### src/rtl/juego_pkg.sv
// Shared types for the player-side move selector of the game FSM.
// Latency: n/a (types and constants only).
// Backpressure: n/a.
package juego_pkg;

  localparam int CELL_W  = 3;
  localparam int N_CELLS = 8;

  typedef enum logic [1:0] {IDLE, SELECT, ISSUE, WAIT_ACK} sel_state_t;

  typedef logic [CELL_W-1:0] cell_t;

endpackage

### src/rtl/btn_debounce.sv
// Debounces one raw button and emits a single-cycle press pulse once it has been high HOLD_CYCLES cycles.
// Latency: pulse is registered on the edge where the hold count reaches HOLD_CYCLES.
// Backpressure: none; one pulse per press, a new pulse requires the button to be released first.
module btn_debounce #(
  parameter int HOLD_CYCLES = 4
) (
  input  logic clk,
  input  logic rst,
  input  logic raw,
  output logic pulse
);

  localparam int CW = $clog2(HOLD_CYCLES + 1);

  logic [CW-1:0] cnt;

  // Count consecutive high cycles, saturate at HOLD_CYCLES so the pulse cannot repeat until release.
  always_ff @(posedge clk) begin
    if (rst) begin
      cnt   <= '0;
      pulse <= 1'b0;
    end else begin
      pulse <= raw && (cnt == CW'(HOLD_CYCLES - 1));
      if (!raw) begin
        cnt <= '0;
      end else if (cnt != CW'(HOLD_CYCLES)) begin
        cnt <= cnt + CW'(1);
      end
    end
  end

endmodule

### src/rtl/move_selector.sv
// Turns next/confirm buttons into a legal 3-bit cell code for the game FSM; optional auto-move via MOVE_SELECTOR_AUTO_MOVE_EN.
// Latency: confirm pulse to move_valid is 2 cycles; move_ack to move_valid low is 1 cycle.
// Backpressure: move_code/move_valid held stable until move_ack, retracted if turn drops first.
module move_selector
  import juego_pkg::*;
#(
  parameter int CELLS       = N_CELLS,
  parameter int HOLD_CYCLES = 4
`ifdef MOVE_SELECTOR_AUTO_MOVE_EN
  ,
  parameter int TIMEOUT_CYCLES = 64
`endif
) (
  input  logic             clk,
  input  logic             rst,
  input  logic             turn,
  input  logic [CELLS-1:0] occupied,
  input  logic             btn_next,
  input  logic             btn_confirm,
  input  logic             move_ack,
  output cell_t            cursor,
  output cell_t            move_code,
  output logic             move_valid,
  output logic             no_move
`ifdef MOVE_SELECTOR_AUTO_MOVE_EN
  ,
  output logic             auto_flag
`endif
);

  sel_state_t state;
  logic       next_p;
  logic       confirm_p;
  logic       all_full;
  cell_t      free_here;
  cell_t      free_after;

  // Lowest free cell at or above start, wrapping; returns start when nothing is free.
  function automatic cell_t first_free(input cell_t start, input logic [CELLS-1:0] occ);
    cell_t idx;
    cell_t res;
    logic  hit;
    res = start;
    hit = 1'b0;
    for (int i = 0; i < CELLS; i++) begin
      idx = start + cell_t'(i);
      if (!hit && !occ[idx]) begin
        res = idx;
        hit = 1'b1;
      end
    end
    return res;
  endfunction

  btn_debounce #(.HOLD_CYCLES(HOLD_CYCLES)) u_db_next (
    .clk   (clk),
    .rst   (rst),
    .raw   (btn_next),
    .pulse (next_p)
  );

  btn_debounce #(.HOLD_CYCLES(HOLD_CYCLES)) u_db_confirm (
    .clk   (clk),
    .rst   (rst),
    .raw   (btn_confirm),
    .pulse (confirm_p)
  );

  assign all_full   = &occupied;
  assign free_here  = first_free(cursor, occupied);
  assign free_after = first_free(cursor + cell_t'(1), occupied);

`ifdef MOVE_SELECTOR_AUTO_MOVE_EN
  localparam int TW = $clog2(TIMEOUT_CYCLES + 1);
  logic [TW-1:0] tcnt;
  logic          timeout;
  assign timeout = (tcnt == TW'(TIMEOUT_CYCLES - 1));
`endif

  // Selection FSM with all outputs registered; confirm outranks next when both pulse together.
  always_ff @(posedge clk) begin
    if (rst) begin
      state      <= IDLE;
      cursor     <= '0;
      move_code  <= '0;
      move_valid <= 1'b0;
      no_move    <= 1'b0;
`ifdef MOVE_SELECTOR_AUTO_MOVE_EN
      tcnt       <= '0;
      auto_flag  <= 1'b0;
`endif
    end else begin
`ifdef MOVE_SELECTOR_AUTO_MOVE_EN
      tcnt      <= '0;
      auto_flag <= 1'b0;
`endif
      case (state)
        IDLE: begin
          move_valid <= 1'b0;
          if (turn && all_full) begin
            no_move <= 1'b1;
          end else begin
            no_move <= 1'b0;
            if (turn) begin
              cursor <= free_here;
              state  <= SELECT;
            end
          end
        end
        SELECT: begin
          if (!turn) begin
            state <= IDLE;
          end else if (confirm_p) begin
            // A cell taken since it was highlighted cannot be committed.
            if (!occupied[cursor]) begin
              move_code <= cursor;
              state     <= ISSUE;
            end
          end else if (next_p) begin
            cursor <= free_after;
          end
`ifdef MOVE_SELECTOR_AUTO_MOVE_EN
          else if (timeout && !all_full) begin
            cursor    <= free_here;
            move_code <= free_here;
            auto_flag <= 1'b1;
            state     <= ISSUE;
          end
          if (turn && !confirm_p && !next_p) begin
            tcnt <= tcnt + TW'(1);
          end
`endif
        end
        ISSUE: begin
          move_valid <= 1'b1;
          state      <= WAIT_ACK;
        end
        WAIT_ACK: begin
          if (move_ack || !turn) begin
            move_valid <= 1'b0;
            state      <= IDLE;
          end
        end
        default: begin
          state      <= IDLE;
          move_valid <= 1'b0;
        end
      endcase
    end
  end

endmodule
### config.mk
export PLATFORM = sky130hd
export DESIGN_NAME = move_selector
export DESIGN_NICKNAME = d
export VERILOG_FILES = /design/src/rtl/juego_pkg.sv /design/src/rtl/btn_debounce.sv /design/src/rtl/move_selector.sv
export SDC_FILE = /design/constraint.sdc
export NUM_CORES = 1
export LEC_CHECK = 0
export BUFFER_PORTS_ARGS = -buffer_cell sky130_fd_sc_hd__buf_2
export CORE_ASPECT_RATIO = 1.5
export CORE_MARGIN = 5
export CORE_UTILIZATION = 50
export DETAILED_ROUTE_END_ITERATION = 6
export GPL_TIMING_DRIVEN = 1
export PLACE_DENSITY = 0.68
export SLEW_MARGIN = 20
export SYNTH_ARGS = -nofsm -noshare
export SYNTH_HDL_FRONTEND = slang
export SYNTH_HIERARCHICAL = 1
export SYNTH_SLANG_ARGS = --single-unit
export TNS_END_PERCENT = 5
### constraint.sdc
create_clock -name clk -period 4.2 [get_ports clk]
set_clock_uncertainty 0.15 [all_clocks]
set_input_delay 0.21 -clock clk [delete_from_list [all_inputs] [get_ports clk]]
set_output_delay 0.21 -clock clk [all_outputs]
set_load 0.02 [all_outputs]
# Word-level counts from Yosys, hierarchy flattened
# Cells that the tools add are included.
classes:
  n_addsub: 16
  n_lt_le_gt_ge: 15
  eq_ne: 16
  n_mux: 74
  bitwise_logic: 3
  n_reduce_logical: 55
op_table:
  columns: ["cell", "n"]
  rows:
  - ["< comparator 3 x 4 -> 1 bit, second input constant", 15]
  - ["two-way mux 3 bit", 19]
  - ["binary-select mux 1 bit (select 3 bit)", 15]
  - ["two-way mux 1 bit", 31]
  - ["logical NOT 1 bit", 27]
  - ["adder 3 bit, second input constant", 8]
  - ["logical AND 1 bit", 17]
  - ["adder 3 x 1 -> 3 bit, second input constant", 4]
  - ["adder 3 x 2 -> 3 bit, second input constant", 4]
  - ["two-way mux 2 bit", 6]
  - ["inequality test 2 bit, second input constant", 5]
  - ["inequality test 3 bit, second input constant", 3]
  - ["inequality test 8 bit, second input constant", 1]
  - ["one-hot mux 2 bit (4 select lines)", 1]
  - ["AND reduction 8 bit", 1]
  - ["AND reduction 7 bit", 1]
  - ["equality test 3 x 2 -> 1 bit, second input constant", 2]
  - ["one-hot mux 3 bit (2 select lines)", 1]
  - ["AND reduction 5 bit", 1]
  - ["equality test 2 bit, second input constant", 2]
  - ["AND reduction 4 bit", 1]
  - ["OR reduction 2 bit", 2]
  - ["inequality test 3 x 2 -> 1 bit, second input constant", 1]
  - ["NOT 1 bit", 3]
  - ["8 further kinds", 8]
totals:
  ff_bits: 18
  input_bits: 14
  out_inout_bits: 8
  elab_cells: 188

# Logic depth before layout (Yosys ltp)
# Gate-level depths: netlist of run 1.
logic_depth:
  ltp_word: 29
  mapped_depth: 14
  depth_no_buf: 10

# By module
# Netlist of run 1, hierarchy kept.
modules_own_cells:
  columns: ["mod", "instances", "cells_each", "area_each_um2", "seq_area_each_um2"]
  rows:
  - ["move_selector", 1, 236, 2218.4, 200.2]
  - ["btn_debounce", 2, 21, 192.7, 80.1]

# Worst setup path after synthesis of run 1
# Ideal clock, no wire load.
synth_timing:
  path_type: "register to register"
  start: "reg cursor[0]"
  end: "reg cursor[1]"
  setup_ns: 0.079
  arrival_ns: 3.270
  required_ns: 3.971
  slack_ns: 0.701
  path_stages_with_launch: 14
  n_path_buf: 3
  synth_period_minus_slack_ns: 3.499
  cell_sequence: "dfxtp_1 > buf_6 > inv_1 > buf_2 > ha_1 > buf_6 > mux2_1 > mux4_2 > nand2_2 > nor4b_2 > o31ai_2 > a21oi_1 > or3_1 > o211ai_1"
synth_via:
  elab_chain_len: 29
  word_cells_on_any_way: 120
synth_lines:
  columns: ["item", "line", "source"]
  rows:
  - ["start, declared", "move_selector.sv:21", "output cell_t cursor,"]
  - ["start signal, assigned", "move_selector.sv:105", "cursor <= free_here;"]
  - ["start signal, assigned", "move_selector.sv:120", "cursor <= free_after;"]
  - ["adder 3 x 1 -> 3 bit", "move_selector.sv:46, move_selector.sv:71", null]
  - ["adder 3 x 1 -> 3 bit", "move_selector.sv:46", "idx = start + cell_t'(i);"]
  - ["binary-select mux 1 bit (select 3 bit)", "move_selector.sv:47", "if (!hit && !occ[idx]) begin"]
  - ["two-way mux 1 bit (not written as such)", "move_selector.sv:47", null]
  - ["logical NOT 1 bit", "move_selector.sv:47", null]
  - ["logical AND 1 bit", "move_selector.sv:47", null]
  - ["two-way mux 1 bit", "move_selector.sv:47", null]
  - ["logical NOT 1 bit", "move_selector.sv:47", null]
  - ["(+13 left out)", null, null]
  - ["two-way mux 1 bit", "move_selector.sv:47", null]
  - ["logical NOT 1 bit", "move_selector.sv:47", null]
  - ["logical AND 1 bit", "move_selector.sv:47", null]
  - ["two-way mux 3 bit", "move_selector.sv:47", null]
  - ["two-way mux 3 bit", "move_selector.sv:119", "end else if (next_p) begin"]
  - ["two-way mux 3 bit", "move_selector.sv:113", "end else if (confirm_p) begin"]
  - ["two-way mux 3 bit", "move_selector.sv:111", "if (!turn) begin"]
  - ["one-hot mux 3 bit (2 select lines)", "move_selector.sv:97", "case (state)"]
# Parallel ways exist; a longest one is shown, timed or not. The select of a mux whose other input is x is not followed.
# A chain may end at the register's enable or synchronous reset.

# Worst setup path after layout of run 1
# Same ends and word-level chain as after synthesis.

==> results of run 1 <==
through the flow:
stage	area [um2]	setup slack (ns)	power, mW	util	std cells
floorplan	2600	0.701	1.27	-	278
global placement	2680	0.799	1.44	0.526	353
detailed placement	2680	0.711	1.45	0.526	353
CTS	2730	0.687	1.60	0.537	357
global route	2730	0.416	1.73	0.537	357
finish	2730	0.703	1.61	0.537	357
power by group through the flow:
stage	registers [mW]	logic [mW]	clock network [mW]
finish	0.203	1.26	0.145
global route	0.205	1.36	0.158
detailed placement	0.207	1.24	0
CTS	0.203	1.25	0.149
global placement	0.206	1.24	0
floorplan	0.214	1.05	0
flip-flops by register name (all words and copies together) (netlist names), named ones only:
register and flops:
move_valid 1, move_code 3, no_move 1, u_db_next/cnt 3, u_db_confirm/cnt 3, state 1
cursor 3, u_db_confirm/pulse 1, u_db_next/pulse 1
synth_stat cells (6+ instances only):
cell type / n / area, um2
nand2b_1: 7 / 43.8
nand3_1: 11 / 55.1
o21ai_0: 11 / 55.1
ha_1: 9 / 113
mux4_1: 6 / 158
nand2_1: 17 / 63.8
mux2i_1: 18 / 180
mux4_2: 14 / 315
a21oi_1: 18 / 90.1
inv_1: 14 / 52.6
nor3_1: 6 / 30.0
mux2_2: 12 / 135
nor2_1: 21 / 78.8
dfxtp_1: 18 / 360
worst min-delay path, cell delays in order:
cell	delay, ns
buf_2	0.13
nand2_1	0.06
a211oi_1	0.06
per-layer routing:
metal	up-vias	global-route usage	share of wire	routed length, um
met5	-	0	0	0
met4	0	0.111	0.047	300
met3	24	0.0265	0.036	232
met2	70	0.350	0.53	3390
met1	1117	0.233	0.38	2450
li1	1086	-	-	-
kinds of logic after synthesis:
| family | Yosys count | share of synthesized area |
|---|---|---|
| flops | 18 | 0.138 |
| simple gates | 93 | 0.198 |
| fa+ha+maj | 9 | 0.0432 |
| mux | 53 | 0.320 |
| buf+inv | 34 | 0.0831 |
| compound gates | 61 | 0.163 |
| xor+xnor | 10 | 0.0543 |
layout make-up:
class / instances / area [um2]
fillers: 520 / 2350
multi-input cells: 226 / 2030
flip-flops and latches: 18 / 360
repair buffers: 27 / 150
well taps: 68 / 85.1
clock buffers: 4 / 55.1
inverters: 14 / 52.6
how the worst max path moves through the flow:
| stage | startpoint | end | slack [ns] | cells after the start |
|---|---|---|---|---|
| detailed placement | cursor[0]$_SDFFE_PP0P_ | cursor[1]$_SDFFE_PP0P_ | 0.71 | 10 |
| CTS | cursor[0]$_SDFFE_PP0P_ | cursor[1]$_SDFFE_PP0P_ | 0.69 | 10 |
| floorplan | cursor[0]$_SDFFE_PP0P_ | cursor[1]$_SDFFE_PP0P_ | 0.70 | 13 |
| finish | cursor[0]$_SDFFE_PP0P_ | cursor[1]$_SDFFE_PP0P_ | 0.70 | 10 |
| global route | cursor[1]$_SDFFE_PP0P_ | cursor[1]$_SDFFE_PP0P_ | 0.42 | 10 |
| global placement | cursor[1]$_SDFFE_PP0P_ | cursor[1]$_SDFFE_PP0P_ | 0.80 | 10 |
==> run summary, run 1 <==
### Die
- 6780 um2 — Die Outline Area
- 22 — number of top-level pins
- 0.512 — Starting Density
- 32 — number of placement rows
- 98.4 um — die boundary height
- 5080 um2 — standard cell core area
- 68.9 um — die boundary width

### Place
- 4840 um — post-DP HPWL
- 21 — Port Buffer Count
- 0.884 — Routability Congestion

### Worst setup path
- 17 — critical path fanouts, max
- 0.76 ns — highest cell delay on the worst timing path
- flip-flop to flip-flop — type of the setup path with the least slack
- 0.70 ns — setup slack, reg-to-reg
- 4.24 ns — required time of the critical path
- 1 — worst path buffer plus inverter count
- ha_1 — library cell contributing the largest single delay on the critical path
- 3.53 ns — arrival time worst endpoint
- 10 — depth of the worst register-to-register path
- mux2i_1 — most used cell along the critical path
- flip-flop — kind of end point of the critical path
- flip-flop — type of origin of the critical path
- cursor[0]$_SDFFE_PP0P_ — source of the worst register-to-register timing path
- inv_1 > ha_1 > mux4_1 > mux2i_1 > mux2i_1 > nor4b_2 > o31ai_2 > a21oi_1 > or3_1 > o211ai_1 — critical path cell sequence
- cursor[1]$_SDFFE_PP0P_ — critical register-to-register path endpoint
- multiplexers — cell family with most CP delay

### Global routing
- 25 — largest net degree at the start of global routing
- 0 — GRT overflow
- 2,190 — via count of the first global-routing pass
- 0.204 — Overall Global Routing Usage
- 0 — number of antenna violations at the first check in global routing
- 10,600 um — global-route wire length before repair

### Status
- completed — result of the run

### STA
- 286 MHz — highest achievable clock rate
- 0 — final setup fails
- 3.50 ns — final period demand of the worst path
- 0.735 ns — slew at the pin closest to its max-slew limit
- 0 ns — setup tns final
- no — setup repair after global routing missed its margin
- 0.510 — Relative slew margins
- 0 — Slew Limit Fails
- 0.0902 ns — final hold slack
- 0.833 — final worst path period share
- 0 — Hold Vio Cnt, Final

### Synth
- 0.138 — register area share after synthesis
- 2600 um2 — mapped cell area
- 0 — Async S/R FF share, synth
- 18 — FF+latch count, synth
- dfxtp_1 — Post-synth top flop
- 301 — synthesized net count
- 9.37 um2 — Post-Syn Area per Cell
- 278 — post-synthesis cell count
- 6 — total of warnings raised by yosys
- 0 — number of enable flip-flop cells after synthesis
- 73 — count of cell types in the netlist

### Clocking
- clkbuf_8 — CTS root buf
- 3 — Inserted Clock Buffers
- 0.07 ns — register clock-pin slew on the reported worst setup and hold paths
- 0 — post-cts sizing count
- 2 — number of buffers between clock root and the deepest sink
- 1 — total number of H-tree levels
- 0 — CTS hold repair buffers
- 18 — # clock sinks
- done — CTS tree
- 0 — buffers inserted during post-CTS setup optimization
- 0.26 ns — clock latency of the later-clocked register in the worst-skew pair

### Pwr
- 0.778 mW — total net switching power
- 0.405 mV — largest vdd supply drop
- 0.783 — portion of total power attributed to combinational logic
- 0.091 — share of total power in the clock network
- 0.485 — share of total power consumed by net switching
- 0.126 — register share of total power
- 0.827 mW — internal power consumption
- 1.03 nW — Static Leakage
- 588 nW/um2 — power density over cell area

### Routing
- 6370 um — final wirelength
- 2,297 — number of vias after detailed routing
- 6.43 — Vias/cell
- 125 — drt first-iter violations
- 4 — Pre-antenna DRT Iters
- 0 — DRT antenna net count
- 0 — DRC viols
- 17.8 um — post-detailed-route wirelength per cell

### Hold path
- turn — worst hold start
- primary input to flip-flop — worst hold path class
- 3 — Worst Hold Path Cells
- state[0]$_SDFFE_PP0P_ — WHS Endpoint

### Final layout
- 0.260 — fraction of layout cells with a size suffix above 1
- nor2_1, buf_2, mux2i_1, a21oi_1, dfxtp_1 — commonest non-fill, non-tap cells in the layout
- 4.85% — area growth from synthesis to layout
- 313 — final-stage net count
- 0 — antenna diode count

### Job
- 0 — max_cap viols

No activity file was read; power rests on OpenSTA's default activity.
==> run 2, diff against run 1 <==
--- a/config.mk
+++ b/config.mk
@@ -11,7 +11,7 @@
 export CORE_UTILIZATION = 50
 export DETAILED_ROUTE_END_ITERATION = 6
 export GPL_TIMING_DRIVEN = 1
-export PLACE_DENSITY = 0.68
+export PLACE_DENSITY = 0.7
 export SLEW_MARGIN = 20
 export SYNTH_ARGS = -nofsm -noshare
 export SYNTH_HDL_FRONTEND = slang
==> constraint.sdc (replaced) <==
create_clock -name clk -period 2.92 [get_ports clk]
set_clock_uncertainty 0.15 [all_clocks]
set_input_delay 0.146 -clock clk [delete_from_list [all_inputs] [get_ports clk]]
set_output_delay 0.146 -clock clk [all_outputs]
set_load 0.02 [all_outputs]
==> run 2 against run 1 <==
The run now ends with negative setup slack left. Critical path depth stayed put. Non-clock buffer count rose by 39. Global-route usage is 3.1 points higher. Clock-buffer cell count decreased by 1. Highest routed layer unchanged. Sequential cell count stayed put. Final area grew 17%. Via count increased by 5.7%. Critical endpoint unchanged. Combinational power up 100%. Total power rose by 89%. Die area did not move. Wire length rose by 15%.
==> run summary, run 2 (synthesis results as in run 1) <==
### STA
- 0.377 ns — slew at the pin closest to its max-slew limit, was 0.735 ns
- 337 MHz — highest achievable clock rate, was 286 MHz
- -0.0471 ns — worst-case setup margin in the final layout, was 0.703 ns
- 2.97 ns — final period demand of the worst path, was 3.50 ns
- 0 — Hold Vio Cnt, Final, unchanged
- 0.746 — Relative slew margins, was 0.510
- 0 — Slew Limit Fails, unchanged
- yes — setup repair after global routing missed its margin, was no
- 1.02 — final worst path period share, was 0.833
- 3 — final setup fails, was 0

### Hold path
- 3 — Worst Hold Path Cells, unchanged
- turn — worst hold start, unchanged
- state[0]$_SDFFE_PP0P_ — WHS Endpoint, unchanged
- primary input to flip-flop — worst hold path class, unchanged

### Clocking
- 0.07 ns — register clock-pin slew on the reported worst setup and hold paths, about the same
- done — CTS tree, unchanged
- 18 — # clock sinks, unchanged
- 0 — CTS hold repair buffers, unchanged
- 0.25 ns — clock latency of the later-clocked register in the worst-skew pair, was 0.26 ns
- clkbuf_8 — CTS root buf, unchanged
- 1 — total number of H-tree levels, unchanged
- 3 — Inserted Clock Buffers, unchanged
- 2 — number of buffers between clock root and the deepest sink, unchanged

### Global routing
- 0.259 — met1 demand-to-capacity share in global routing, was 0.233
- 25 — largest net degree at the start of global routing, unchanged
- 0.0288 — grt met3 use, was 0.0265
- 0 — number of antenna violations at the first check in global routing, unchanged
- 0 — GRT overflow, unchanged
- 2,563 — via count of the first global-routing pass, was 2,190
- 0.235 — Overall Global Routing Usage, was 0.204
- 12,300 um — global-route wire length before repair, was 10,600 um
- 0.426 — met2 global-route usage, was 0.350
- met2 — GRT busiest layer, unchanged

### Pwr
- 3.03 mW — Pwr Total, was 1.61 mW
- 0.445 — share of total power consumed by net switching, was 0.485
- 0.098 — register share of total power, was 0.126
- 1.24 nW — Static Leakage, was 1.03 nW
- 0.055 — share of total power in the clock network, was 0.091
- 1.68 mW — internal power consumption, was 0.827 mW
- 0.846 — portion of total power attributed to combinational logic, was 0.783
- 1.35 mW — total net switching power, was 0.778 mW
- 951 nW/um2 — power density over cell area, was 588 nW/um2
- 0.491 mV — largest vdd supply drop, was 0.405 mV

### Die
- 68.9 um — die boundary width, unchanged
- 22 — number of top-level pins, unchanged
- 6780 um2 — Die Outline Area, unchanged
- 0.512 — Starting Density, unchanged
- 98.4 um — die boundary height, unchanged
- 32 — number of placement rows, unchanged
- 5080 um2 — standard cell core area, unchanged

### Status
- complete, but fails checks — result of the run, was completed
- negative setup slack — failing checks

### Worst setup path
- flip-flop — type of origin of the critical path, unchanged
- flip-flop — kind of end point of the critical path, unchanged
- 2.93 ns — required time of the critical path, was 4.24 ns
- cursor[1]$_SDFFE_PP0P_ — critical register-to-register path endpoint, unchanged
- 10 — depth of the worst register-to-register path, unchanged
- -0.05 ns — setup slack, reg-to-reg, was 0.70 ns
- 2.98 ns — arrival time worst endpoint, was 3.53 ns
- flip-flop to flip-flop — type of the setup path with the least slack, unchanged
- 14 — critical path fanouts, max, was 17
- cursor[0]$_SDFFE_PP0P_ — source of the worst register-to-register timing path, unchanged

### Routing
- 145 — drt first-iter violations, was 125
- 4 — Pre-antenna DRT Iters, unchanged
- 2,429 — number of vias after detailed routing, was 2,297
- 0 — DRC viols, unchanged
- 18.5 um — post-detailed-route wirelength per cell, was 17.8 um
- 6.13 — Vias/cell, was 6.43
- 0 — DRT antenna net count, unchanged
- 7320 um — final wirelength, was 6370 um

### Final layout
- 396 — non-filler instance count after layout, was 357
- 0.418 — fraction of layout cells with a size suffix above 1, was 0.260
- 352 — final-stage net count, was 313
- 22.6% — area growth from synthesis to layout, was 4.85%
- 463 — filler cell count, was 520
- 0.628 — final core utilization, was 0.537
- 0 — antenna diode count, unchanged
- buf_4, buf_2, nor2_1 — commonest non-fill, non-tap cells in the layout, was nor2_1, buf_2, mux2i_1, a21oi_1, dfxtp_1
- buf_4 — most common library cell in the layout ignoring fill and taps

### Place
- 374 — Post-Place Cells, was 353
- 5390 um — post-DP HPWL, was 4840 um
- 21 — Port Buffer Count, unchanged
- 0.975 — Routability Congestion, was 0.884

### Job
- 0 — max_cap viols, unchanged

==> run 2: changes by cell type in the layout (fill, tap and decap cells not counted), sizes merged <==
cell | previous run | this run
clkbuf | 4 | 3
clkinv | 0 | 1
buf | 27 | 66
==> run 2: stage by stage <==
step	TNS, ns	hold slack, ns	area [um2]	setup WS [ns]
after floorplan	-0.618	0.145	2650	-0.282
after global placement	-0.123	0.298	2880	-0.123
after detailed placement	-0.235	0.303	2880	-0.150
after CTS	-0.0703	0.0349	3160	-0.0392
after global routing	-0.530	0.0502	3190	-0.184
final	-0.129	0.0446	3190	-0.0471
==> run 2: timing repair <==
item                       in CTS  in global routing
setup endpoints to repair       3                  3
resized for setup              24                  8
cloned                          1                  0
setup buffers                  17                  0
pin swaps                      17                  3
==> run 2: routing by layer <==
metal | share of wire | wire length (um) | vias up
met5 | 0 | 0 | -
met4 | 0.051 | 371 | 0
met3 | 0.032 | 232 | 28
met2 | 0.55 | 4050 | 59
met1 | 0.36 | 2670 | 1181
li1 | - | - | 1161
==> run 2: worst max-delay path by stage <==
stage / slack [ns] / from / endpoint / depth (start not counted)
floorplan: -0.28 / cursor[0]$_SDFFE_PP0P_ / cursor[1]$_SDFFE_PP0P_ / 13
global route: -0.18 / cursor[1]$_SDFFE_PP0P_ / cursor[2]$_SDFFE_PP0P_ / 11
detailed placement: -0.15 / cursor[1]$_SDFFE_PP0P_ / cursor[1]$_SDFFE_PP0P_ / 11
global placement: -0.12 / cursor[0]$_SDFFE_PP0P_ / cursor[1]$_SDFFE_PP0P_ / 11
finish: -0.05 / cursor[0]$_SDFFE_PP0P_ / cursor[1]$_SDFFE_PP0P_ / 10
CTS: -0.04 / cursor[0]$_SDFFE_PP0P_ / cursor[0]$_SDFFE_PP0P_ / 12
==> run 2: critical path, cell delays in order, from the launching register on <==
cell	delay [ns]
dfxtp_4	0.39
buf_4	0.25
mux4_1	0.71
mux2i_4	0.25
nor3_1	0.10
nor4b_2	0.25
o31ai_2	0.11
buf_4	0.18
nor4_2	0.31
o21ai_2	0.09
o211ai_1	0.10
==> run 2: cell type report <==
| class | count | area (um2) | share of cell area |
|---|---|---|---|
| inverter | 14 | 57.6 | 0.0180 |
| sequential | 18 | 368 | 0.115 |
| tap | 68 | 85.1 | 0.0267 |
| clock inverter | 1 | 3.75 | 0.00118 |
| multi-input combinational | 226 | 2120 | 0.663 |
| timing repair buffer | 66 | 519 | 0.163 |
| clock buffer | 3 | 41.3 | 0.0129 |
==> run 2: power by group through the flow <==
stage / registers (mW) / logic, mW / clock network [mW]
after global routing: 0.302 / 2.74 / 0.190
after global placement: 0.302 / 2.05 / 0
after CTS: 0.299 / 2.49 / 0.178
final: 0.298 / 2.57 / 0.168
after detailed placement: 0.304 / 2.07 / 0
after floorplan: 0.314 / 1.57 / 0
